$ cat src/rtl/hwpe_stream_tcdm_req_slice_pkg.sv
// Shared constants for the HWPE stream TCDM request slice.
package hwpe_stream_package;

    localparam int unsigned HWPE_STREAM_TCDM_AW = 32;
    localparam int unsigned HWPE_STREAM_TCDM_DW = 32;
    localparam int unsigned HWPE_STREAM_TCDM_BW = HWPE_STREAM_TCDM_DW / 8;

    // Default bound on granted requests still waiting for their r_valid.
    localparam int unsigned HWPE_STREAM_TCDM_MAX_OUTSTANDING = 4;

endpackage

$ cat src/rtl/hwpe_stream_tcdm_req_slice_if.sv
// TCDM request/response bundle; the master drives requests, the slave answers.
interface hwpe_stream_intf_tcdm;
    import hwpe_stream_package::*;

    logic                           req;
    logic                           gnt;
    logic [HWPE_STREAM_TCDM_AW-1:0] add;
    logic                           wen;
    logic [HWPE_STREAM_TCDM_BW-1:0] be;
    logic [HWPE_STREAM_TCDM_DW-1:0] data;
    logic [HWPE_STREAM_TCDM_DW-1:0] r_data;
    logic                           r_valid;

    modport master (
        output req, add, wen, be, data,
        input  gnt, r_data, r_valid
    );

    modport slave (
        input  req, add, wen, be, data,
        output gnt, r_data, r_valid
    );

endinterface

$ cat src/rtl/hwpe_stream_tcdm_req_slice_skid.sv
// Two-entry FIFO holding request payloads between the slave and master sides.
// The head slot is never overwritten while occupied, so the presented payload
// stays stable until it is popped.
module hwpe_stream_tcdm_req_skid
    import hwpe_stream_package::*;
(
    input  logic                           clk_i,
    input  logic                           rst_ni,
    input  logic                           clear_i,
    input  logic                           push_i,
    input  logic                           pop_i,
    input  logic [HWPE_STREAM_TCDM_AW-1:0] add_i,
    input  logic                           wen_i,
    input  logic [HWPE_STREAM_TCDM_BW-1:0] be_i,
    input  logic [HWPE_STREAM_TCDM_DW-1:0] data_i,
    output logic                           full_o,
    output logic                           empty_o,
    output logic [HWPE_STREAM_TCDM_AW-1:0] add_o,
    output logic                           wen_o,
    output logic [HWPE_STREAM_TCDM_BW-1:0] be_o,
    output logic [HWPE_STREAM_TCDM_DW-1:0] data_o
);

    struct packed {
        logic [HWPE_STREAM_TCDM_AW-1:0] add;
        logic                           wen;
        logic [HWPE_STREAM_TCDM_BW-1:0] be;
        logic [HWPE_STREAM_TCDM_DW-1:0] data;
    } mem_q [2], wr_entry, rd_entry;

    logic       wr_ptr_q;
    logic       rd_ptr_q;
    logic [1:0] count_q;

    // Pack the incoming payload into one entry.
    always_comb begin
        wr_entry      = '0;
        wr_entry.add  = add_i;
        wr_entry.wen  = wen_i;
        wr_entry.be   = be_i;
        wr_entry.data = data_i;
    end

    assign rd_entry = mem_q[rd_ptr_q];
    assign add_o    = rd_entry.add;
    assign wen_o    = rd_entry.wen;
    assign be_o     = rd_entry.be;
    assign data_o   = rd_entry.data;
    assign full_o   = (count_q == 2'd2);
    assign empty_o  = (count_q == 2'd0);

    // Storage, pointers and occupancy; a flush empties the FIFO but leaves payloads.
    always_ff @(posedge clk_i or negedge rst_ni) begin
        if (!rst_ni) begin
            for (int i = 0; i < 2; i++) mem_q[i] <= '0;
            wr_ptr_q <= 1'b0;
            rd_ptr_q <= 1'b0;
            count_q  <= 2'd0;
        end else if (clear_i) begin
            wr_ptr_q <= 1'b0;
            rd_ptr_q <= 1'b0;
            count_q  <= 2'd0;
        end else begin
            if (push_i) begin
                mem_q[wr_ptr_q] <= wr_entry;
                wr_ptr_q        <= ~wr_ptr_q;
            end
            if (pop_i) rd_ptr_q <= ~rd_ptr_q;
            case ({push_i, pop_i})
                2'b10:   count_q <= count_q + 2'd1;
                2'b01:   count_q <= count_q - 2'd1;
                default: count_q <= count_q;
            endcase
        end
    end

endmodule

$ cat src/rtl/hwpe_stream_tcdm_req_slice.sv
// Registered TCDM request slice: a 2-entry skid buffer on the request path,
// a bound on outstanding reads, and pass-through responses.
module hwpe_stream_tcdm_req_slice
    import hwpe_stream_package::*;
#(
    parameter int unsigned MAX_OUTSTANDING = HWPE_STREAM_TCDM_MAX_OUTSTANDING
) (
    input  logic                 clk_i,
    input  logic                 rst_ni,
    input  logic                 clear_i,
    hwpe_stream_intf_tcdm.slave  tcdm_slave,
    hwpe_stream_intf_tcdm.master tcdm_master,
    output logic                 busy_o
);

    localparam int unsigned      OW      = $clog2(MAX_OUTSTANDING + 1);
    localparam logic [OW-1:0]    OUT_MAX = OW'(MAX_OUTSTANDING);

    logic          ready_q;
    logic [OW-1:0] out_q;
    logic          full;
    logic          empty;
    logic          slave_gnt;
    logic          master_req;
    logic          push;
    logic          pop;

    // Holds slave gnt low until the first edge after reset release.
    always_ff @(posedge clk_i or negedge rst_ni) begin
        if (!rst_ni) ready_q <= 1'b0;
        else         ready_q <= 1'b1;
    end

    // Grant depends only on state and the flush, never on the incoming req.
    assign slave_gnt      = ready_q & ~full & ~clear_i;
    assign tcdm_slave.gnt = slave_gnt;
    assign push           = tcdm_slave.req & slave_gnt;

    // A request is presented only while the outstanding budget has room.
    assign master_req      = ~empty & (out_q < OUT_MAX) & ~clear_i;
    assign tcdm_master.req = master_req;
    assign pop             = master_req & tcdm_master.gnt;

    hwpe_stream_tcdm_req_skid i_skid (
        .clk_i   (clk_i),
        .rst_ni  (rst_ni),
        .clear_i (clear_i),
        .push_i  (push),
        .pop_i   (pop),
        .add_i   (tcdm_slave.add),
        .wen_i   (tcdm_slave.wen),
        .be_i    (tcdm_slave.be),
        .data_i  (tcdm_slave.data),
        .full_o  (full),
        .empty_o (empty),
        .add_o   (tcdm_master.add),
        .wen_o   (tcdm_master.wen),
        .be_o    (tcdm_master.be),
        .data_o  (tcdm_master.data)
    );

    assign tcdm_slave.r_valid = tcdm_master.r_valid;
    assign tcdm_slave.r_data  = tcdm_master.r_data;

    // Outstanding tracker: survives a flush; a stray r_valid at zero is ignored.
    always_ff @(posedge clk_i or negedge rst_ni) begin
        if (!rst_ni) begin
            out_q <= '0;
        end else if (pop && !tcdm_master.r_valid) begin
            out_q <= out_q + OW'(1);
        end else if (!pop && tcdm_master.r_valid && (out_q != '0)) begin
            out_q <= out_q - OW'(1);
        end
    end

    assign busy_o = ~empty | (out_q != '0);

endmodule

$ cat src/flat_wrapper.sv
// flat-port wrapper written by rule: the top's interface ports become plain ports
module hwpe_stream_tcdm_req_slice_flat import hwpe_stream_package::*;
#(
    parameter int unsigned MAX_OUTSTANDING = HWPE_STREAM_TCDM_MAX_OUTSTANDING
)
  (clk_i, rst_ni, clear_i, busy_o, tcdm_slave_req, tcdm_slave_add, tcdm_slave_wen, tcdm_slave_be, tcdm_slave_data, tcdm_slave_gnt, tcdm_slave_r_data, tcdm_slave_r_valid, tcdm_master_req, tcdm_master_add, tcdm_master_wen, tcdm_master_be, tcdm_master_data, tcdm_master_gnt, tcdm_master_r_data, tcdm_master_r_valid);
  hwpe_stream_intf_tcdm tcdm_slave_i ();
  hwpe_stream_intf_tcdm tcdm_master_i ();
  input  logic clk_i;
  input  logic rst_ni;
  input  logic clear_i;
  output logic busy_o;
  input wire logic [$bits(tcdm_slave_i.req)-1:0] tcdm_slave_req;
  input wire logic [$bits(tcdm_slave_i.add)-1:0] tcdm_slave_add;
  input wire logic [$bits(tcdm_slave_i.wen)-1:0] tcdm_slave_wen;
  input wire logic [$bits(tcdm_slave_i.be)-1:0] tcdm_slave_be;
  input wire logic [$bits(tcdm_slave_i.data)-1:0] tcdm_slave_data;
  output wire logic [$bits(tcdm_slave_i.gnt)-1:0] tcdm_slave_gnt;
  output wire logic [$bits(tcdm_slave_i.r_data)-1:0] tcdm_slave_r_data;
  output wire logic [$bits(tcdm_slave_i.r_valid)-1:0] tcdm_slave_r_valid;
  output wire logic [$bits(tcdm_master_i.req)-1:0] tcdm_master_req;
  output wire logic [$bits(tcdm_master_i.add)-1:0] tcdm_master_add;
  output wire logic [$bits(tcdm_master_i.wen)-1:0] tcdm_master_wen;
  output wire logic [$bits(tcdm_master_i.be)-1:0] tcdm_master_be;
  output wire logic [$bits(tcdm_master_i.data)-1:0] tcdm_master_data;
  input wire logic [$bits(tcdm_master_i.gnt)-1:0] tcdm_master_gnt;
  input wire logic [$bits(tcdm_master_i.r_data)-1:0] tcdm_master_r_data;
  input wire logic [$bits(tcdm_master_i.r_valid)-1:0] tcdm_master_r_valid;
  assign tcdm_slave_i.req = tcdm_slave_req;
  assign tcdm_slave_i.add = tcdm_slave_add;
  assign tcdm_slave_i.wen = tcdm_slave_wen;
  assign tcdm_slave_i.be = tcdm_slave_be;
  assign tcdm_slave_i.data = tcdm_slave_data;
  assign tcdm_slave_gnt = tcdm_slave_i.gnt;
  assign tcdm_slave_r_data = tcdm_slave_i.r_data;
  assign tcdm_slave_r_valid = tcdm_slave_i.r_valid;
  assign tcdm_master_req = tcdm_master_i.req;
  assign tcdm_master_add = tcdm_master_i.add;
  assign tcdm_master_wen = tcdm_master_i.wen;
  assign tcdm_master_be = tcdm_master_i.be;
  assign tcdm_master_data = tcdm_master_i.data;
  assign tcdm_master_i.gnt = tcdm_master_gnt;
  assign tcdm_master_i.r_data = tcdm_master_r_data;
  assign tcdm_master_i.r_valid = tcdm_master_r_valid;
  hwpe_stream_tcdm_req_slice #(.MAX_OUTSTANDING(MAX_OUTSTANDING)) u_core (.clk_i(clk_i), .rst_ni(rst_ni), .clear_i(clear_i), .tcdm_slave(tcdm_slave_i), .tcdm_master(tcdm_master_i), .busy_o(busy_o));
endmodule
$ cat config.mk
export PLATFORM = sky130hd
export DESIGN_NAME = hwpe_stream_tcdm_req_slice_flat
export DESIGN_NICKNAME = d
export VERILOG_FILES = /design/src/rtl/hwpe_stream_tcdm_req_slice_pkg.sv /design/src/rtl/hwpe_stream_tcdm_req_slice_if.sv /design/src/rtl/hwpe_stream_tcdm_req_slice_skid.sv /design/src/rtl/hwpe_stream_tcdm_req_slice.sv /design/src/flat_wrapper.sv
export SDC_FILE = /design/constraint.sdc
export NUM_CORES = 1
export LEC_CHECK = 0
export ABC_AREA = 1
export CAP_MARGIN = 25
export CORE_MARGIN = 1
export CORE_UTILIZATION = 52
export CTS_BUF_LIST = sky130_fd_sc_hd__clkbuf_4
export DETAILED_ROUTE_END_ITERATION = 8
export GPL_ROUTABILITY_DRIVEN = 0
export PLACE_DENSITY = 0.95
export SETUP_SLACK_MARGIN = 0.05
export SLEW_MARGIN = 15
export SYNTH_ARGS = -nofsm -noshare
export SYNTH_HDL_FRONTEND = slang
export SYNTH_SLANG_ARGS = --single-unit
export TNS_END_PERCENT = 10
$ cat constraint.sdc
create_clock -name clk_i -period 3.4 [get_ports clk_i]
set_input_delay 0.85 -clock clk_i [delete_from_list [all_inputs] [get_ports clk_i]]
set_output_delay 0.85 -clock clk_i [all_outputs]
set_load 0.02 [all_outputs]
==> key figures, run 1 <==
Outcome
  – Status: finished clean

Logic synthesis
  – Mapped Nets: roughly 800
  – Yosys warns: 0
  – Yosys reg bits: 146
  – Cell count after synthesis: 695
  – Sequential area share after synthesis: between 50% and 60%
  – Yosys cell types: 23
  – Mean post-synth cell area: between 9 and 10 um2
  – Synthesized area: 0.00690 mm2

Placed design
  – Dpl cells: 953
  – Detailed Place HPWL: around 9.4 mm
  – I/O Buffers: 147

Global routing
  – Global route overflow: 0
  – First-pass GRT wire length: 21.8 mm
  – Initial antenna violation count: 0
  – GRT Total Usage: 20.8%
  – Pin count of the biggest net entering global routing: 96
  – Vias in the first global route: 4867

Clock network
  – Clk sinks: roughly 150
  – Number of setup buffers added after CTS: 0
  – Worst-Skew Late Latency: about 0.53 ns
  – Post-CTS sizing: 0
  – Clk Tree Root Cell: clkbuf_4
  – CTS buffer count: 17
  – CTS tree: built
  – Htree depth: 4
  – # hold bufs at CTS: 0
  – CTS max path bufs: 2
  – CTS clk-pin slew, worst paths: between 0.1 and 0.15 ns

Timing
  – Unrepaired setup endpoints after global routing: no
  – Min Tclk post-route: between 3 and 4 ns
  – Worst Hold Slack: approximately 0.4 ns
  – Maximum clock frequency: around 310 MHz
  – Worst-margin pin slew: a little under 0.9 ns
  – Fin. Hold Viols: 0
  – Setup-violating endpoint count in the final report: 0
  – Max-slew headroom: 42.4%
  – Max Slew Vio Count: 0
  – Final period utilization: between 90% and 100%
  – Final Skew: 0.0149 ns
  – Setup TNS Final: 0 ns

Pwr
  – Power Internal: 3.91 mW
  – Worst VDD drop: around 0.00043 V
  – Clock power share: 18.5%
  – Comb power frac: 37.7%
  – Psw: 1.93 mW
  – Power per cell area: 688 mW/mm2
  – Flop pwr share: 43.9%
  – Switching fraction of total power: 33.1%
  – Leakage Power: 4.08 nW

Critical path
  – Delay-heaviest family, CP: buffers and inverters
  – Reg2reg end: u_core.i_skid.mem_q[0]$_DFFE_PN0P_
  – Worst-path cell chain: buf_4 -> mux2_2 -> clkdlybuf4s50_1
  – CP arrival: 2.36 ns
  – CP Buf/Inv Count: 2
  – R2R Setup Slk: roughly 1.6 ns
  – Max FO, Critical Path: 41
  – Worst R2R Start: u_core.i_skid.count_q[1]$_DFFE_PN0P_
  – Worst Path Required: 2.55 ns
  – CP max-delay cell: clkdlybuf4s50_1
  – WS Path Type: reg2out
  – FF-to-FF path depth: 7
  – Setup crit start kind: register
  – CP Capture Type: primary output
  – Crit path largest cell delay: 0.56 ns

Final layout
  – Most frequent cells in the layout: 160 x nand2_1, 146 x clkdlybuf4s50_1, 145 x dfrtp_1
  – Nets: 908
  – Area Overhead vs Synth: 22.9%
  – Most common cell after layout, fill and taps aside: nand2_1
  – Layout Utilization: 66.5%
  – Non-Filler Instances: 982
  – N_diodes: 0
  – Layout filler cell count: ~970
  – Fraction of layout instances using a drive strength above 1: between 20% and 30%

Routing
  – Pre-antenna DRT Iters: 5
  – Routed WL: 13.6 mm
  – Antenna-violating nets left: 0
  – DR vias: 4915
  – Starting DRT DRC Count: about 300
  – # DRC: 0
  – Vias per cell: around 5
  – Drt wl/cell: around 14 um

Floorplanning
  – Chip width: 117 um
  – Number of core rows: 41
  – Initial Utilization: 54.1%
  – Core area: 0.0128 mm2
  – Die Height: 117 um
  – Io pins: 212
  – Total Die Area: approximately 0.014 mm2

Worst hold path
  – Hold Crit Class: in2async

Run
  – Max Cap Violations: 0
[cells in the mapped netlist (all sizes together)]
library cell / count / area share, %
clkbuf: 6 / 0.36
nand3: 12 / 0.94
nor2: 7 / 0.42
nand3b: 1 / 0.11
conb: 1 / 0.054
inv: 81 / 4.4
nand4: 5 / 0.45
o21ai: 139 / 13
buf: 65 / 7.1
dfrtp: 146 / 53
nand2: 161 / 8.8
fa: 1 / 0.29
or2: 1 / 0.13
mux2: 69 / 11
[area by class of cell]
type | instances | area, um2 | share of cell area (%)
clock buffers | 21 | 158 | 1.86
repair buffers | 157 | 1600 | 18.8
clock inverters | 8 | 114 | 1.34
flip-flops and latches | 146 | 3650 | 43.1
well taps | 172 | 215 | 2.54
inverters | 81 | 304 | 3.58
multi-input cells | 397 | 2440 | 28.8
[logic make-up after synthesis]
family	Yosys count	share of synthesized area [%]
multiplexers	69	11.3
AO/OA/AOI/OAI	139	12.8
flip-flops	146	52.9
buffers and inverters	152	11.9
AND/OR/NAND/NOR	187	10.8
other	1	0.0543
adder cells (fa/ha/maj)	1	0.290
[routing by layer]
layer | GRT usage (%) | routed length [um] | share of wire [%]
met5 | 0 | 0 | 0
met4 | 6.84 | 167 | 1.2
met3 | 7.47 | 952 | 7.0
met2 | 36.2 | 6730 | 49
met1 | 23.8 | 5750 | 42
[power by group through the flow]
stage	logic (mW)	registers (mW)	clock network (mW)
3_3_place_gp	2.15	2.55	0
3_5_place_dp	2.22	2.59	0
6_report	2.20	2.56	1.08
5_1_grt	2.41	2.62	1.20
2_1_floorplan	1.46	2.50	0
4_1_cts	2.23	2.56	1.11
[metrics by stage]
stage	cell area [um2]	power, mW	setup slack (ns)
after floorplan	6900	3.96	1.29
after global placement	8220	4.70	0.305
after detailed placement	8220	4.81	0.300
after CTS	8490	5.90	0.143
after global routing	8490	6.23	0.0797
final	8490	5.84	0.194
[worst max path at each step]
stage | start | end | slack, ns | cells after the start
6_report | u_core.i_skid.rd_ptr_q$_DFFE_PN0P_ | tcdm_master_data[23] | 0.19 | 3
3_3_place_gp | clear_i | tcdm_master_req | 0.30 | 5
5_1_grt | u_core.i_skid.rd_ptr_q$_DFFE_PN0P_ | tcdm_master_data[1] | 0.08 | 3
2_1_floorplan | u_core.i_skid.rd_ptr_q$_DFFE_PN0P_ | tcdm_master_add[11] | 1.29 | 3
4_1_cts | u_core.i_skid.rd_ptr_q$_DFFE_PN0P_ | tcdm_master_data[1] | 0.14 | 3
3_5_place_dp | clear_i | tcdm_master_req | 0.30 | 5
[registers in the layout, summed over array words and instances (netlist names)]
| register | count |
|---|---|
| u_core.i_skid.rd_ptr_q | 1 |
| u_core.i_skid.count_q | 2 |
| u_core.i_skid.mem_q | 138 |
| u_core.out_q | 3 |
| u_core.i_skid.wr_ptr_q | 1 |
| u_core.ready_q | 1 |
(Power assumes the default switching activity.)
==> run 2, diff against run 1 <==
==> constraint.sdc (replaced) <==
create_clock -name clk_i -period 3.8 [get_ports clk_i]
set_input_delay 0.95 -clock clk_i [delete_from_list [all_inputs] [get_ports clk_i]]
set_output_delay 0.95 -clock clk_i [all_outputs]
set_load 0.02 [all_outputs]
==> run 2 against run 1 <==
Clock-buffer cell count up 1. Critical path depth rose by 2. Die area did not move. Power decreased by 10%. Highest routed layer unchanged.
==> key figures, run 2 (synthesis results as in run 1) <==
Timing
  – Setup-violating endpoint count in the final report: 0
  – Unrepaired setup endpoints after global routing: no
  – Worst-margin pin slew: ~0.67 ns
  – Final Skew: 0.0182 ns
  – Setup TNS Final: 0 ns
  – Min Tclk post-route: 3.46 ns
  – Fin. Hold Viols: 0
  – Setup WS post-layout: between 0.3 and 0.4 ns
  – Maximum clock frequency: a little under 300 MHz
  – Max Slew Vio Count: 0
  – Max-slew headroom: 55.2%
  – Final period utilization: 91.0%

Final layout
  – Regs by FF count: u_core.i_skid.mem_q x138, u_core.out_q x3, u_core.i_skid.count_q x2
  – Most common cell after layout, fill and taps aside: nand2_1
  – Area of the multi-input gates: 0.00244 mm2
  – Most frequent cells in the layout: 160 x nand2_1, 146 x clkdlybuf4s50_1, 145 x dfrtp_1
  – Fraction of layout instances using a drive strength above 1: 20.6%
  – Max reg flops: 138
  – Nets: 909
  – N_diodes: 0
  – Register with the most flip-flops: u_core.i_skid.mem_q
  – Layout filler cell count: 950
  – Area Overhead vs Synth: 22.9%
  – Register area: 0.00365 mm2

Routing
  – # DRC: 0
  – Antenna-violating nets left: 0
  – Vias per cell: 5.04
  – Starting DRT DRC Count: 302
  – DR vias: 4955
  – Pre-antenna DRT Iters: 5
  – Drt wl/cell: 14.1 um
  – Routed WL: between 10 and 15 mm

Pwr
  – Worst VDD drop: 0.000362 V
  – Switching fraction of total power: ~33%
  – Psw: 1.74 mW
  – Clock power share: 18.7%
  – Flop pwr share: 43.7%
  – Total power: 5.24 mW
  – Power per cell area: ~620 mW/mm2
  – Comb power frac: between 30% and 40%
  – Power Internal: 3.51 mW
  – Leakage Power: 4.08 nW

Global routing
  – Global route overflow: 0
  – Pin count of the biggest net entering global routing: 75
  – Vias in the first global route: 4895
  – First-pass GRT wire length: between 20 and 25 mm
  – GRT Total Usage: around 21%
  – Initial antenna violation count: 0

Clock network
  – Post-CTS sizing: 0
  – Worst-Skew Late Latency: 0.55 ns
  – Htree depth: 4
  – Number of setup buffers added after CTS: 0
  – # hold bufs at CTS: 0
  – CTS clk-pin slew, worst paths: 0.11 ns
  – Clk Tree Root Cell: clkbuf_4
  – CTS max path bufs: 2
  – CTS buffer count: 17
  – Clk sinks: 146
  – CTS tree: built

Floorplanning
  – Io pins: 212
  – Initial Utilization: 54.1%
  – Number of core rows: 41
  – Chip width: 117 um
  – Total Die Area: 0.0137 mm2
  – Core area: 0.0128 mm2
  – Die Height: 117 um

Critical path
  – Setup crit start kind: input port
  – CP arrival: roughly 2.5 ns
  – WS Path Type: in2out
  – CP Capture Type: primary output
  – Max FO, Critical Path: 6
  – Worst Path Required: 2.85 ns

Placed design
  – Detailed Place HPWL: between 9 and 10 mm
  – Dpl ws: 0.370 ns
  – I/O Buffers: about 150

Outcome
  – Status: finished clean

Run
  – Max Cap Violations: 0

Worst hold path
  – Hold Crit Class: in2async
## run 2: critical path: stages
cell	delay, ns
clkdlybuf4s50_1	0.47
inv_2	0.13
nand2_1	0.07
nor2_2	0.22
clkdlybuf4s50_1	0.66
## run 2: area by class of cell
cell class / instances / share of cell area [%]
Inverter: 81 / 3.58
Clock inverter: 7 / 1.31
Sequential cell: 146 / 43.1
Timing Repair Buffer: 158 / 18.8
Clock buffer: 22 / 1.95
Multi-Input combinational cell: 397 / 28.8
Tap cell: 172 / 2.54
## run 2: metal layers
metal | GRT usage [%] | vias up | part of all wire [%]
met3 | 6.44 | 24 | 6.3
met1 | 25.7 | 2358 | 43
met4 | 9.28 | 0 | 1.9
met5 | 0 | - | 0
met2 | 35.8 | 153 | 49
li1 | - | 2420 | -
## run 2: power groups by stage
| stage | Combinational, mW | Clock, mW | Sequential [mW] |
|---|---|---|---|
| 2_1_floorplan | 1.31 | 0 | 2.24 |
| 3_3_place_gp | 1.92 | 0 | 2.28 |
| 3_5_place_dp | 1.98 | 0 | 2.32 |
| 4_1_cts | 1.99 | 1.02 | 2.29 |
| 5_1_grt | 2.15 | 1.09 | 2.35 |
| 6_report | 1.97 | 0.981 | 2.29 |
## run 2: through the flow
stage               hold WS (ns)  cells  cell area (um2)  utilization, %
floorplan                  0.448    695             6900               -
global placement           0.459    954             8210            64.3
detailed placement         0.465    954             8210            64.3
CTS                        0.377    983             8490            66.5
global route               0.396    983             8490            66.5
finish                     0.405    983             8490            66.5
## run 2: worst paths after layout
| kind | to | slack [ns] | cells past startpoint | start |
|---|---|---|---|---|
| worst min register to register | u_core.i_skid.mem_q[122]$_DFFE_PN0P_ | 0.49 | 2 | u_core.i_skid.mem_q[122]$_DFFE_PN0P_ |
| min in group clk_i | u_core.i_skid.mem_q[122]$_DFFE_PN0P_ | 0.49 | 2 | u_core.i_skid.mem_q[122]$_DFFE_PN0P_ |
| worst max-delay path | tcdm_slave_gnt | 0.34 | 5 | clear_i |
| worst max register to register | u_core.i_skid.mem_q[35]$_DFFE_PN0P_ | 1.79 | 7 | u_core.i_skid.count_q[1]$_DFFE_PN0P_ |
| worst min-delay path | u_core.i_skid.mem_q[12]$_DFFE_PN0P_ | 0.41 | 1 | rst_ni |
| max in group asynchronous | u_core.i_skid.mem_q[17]$_DFFE_PN0P_ | 2.66 | 2 | rst_ni |
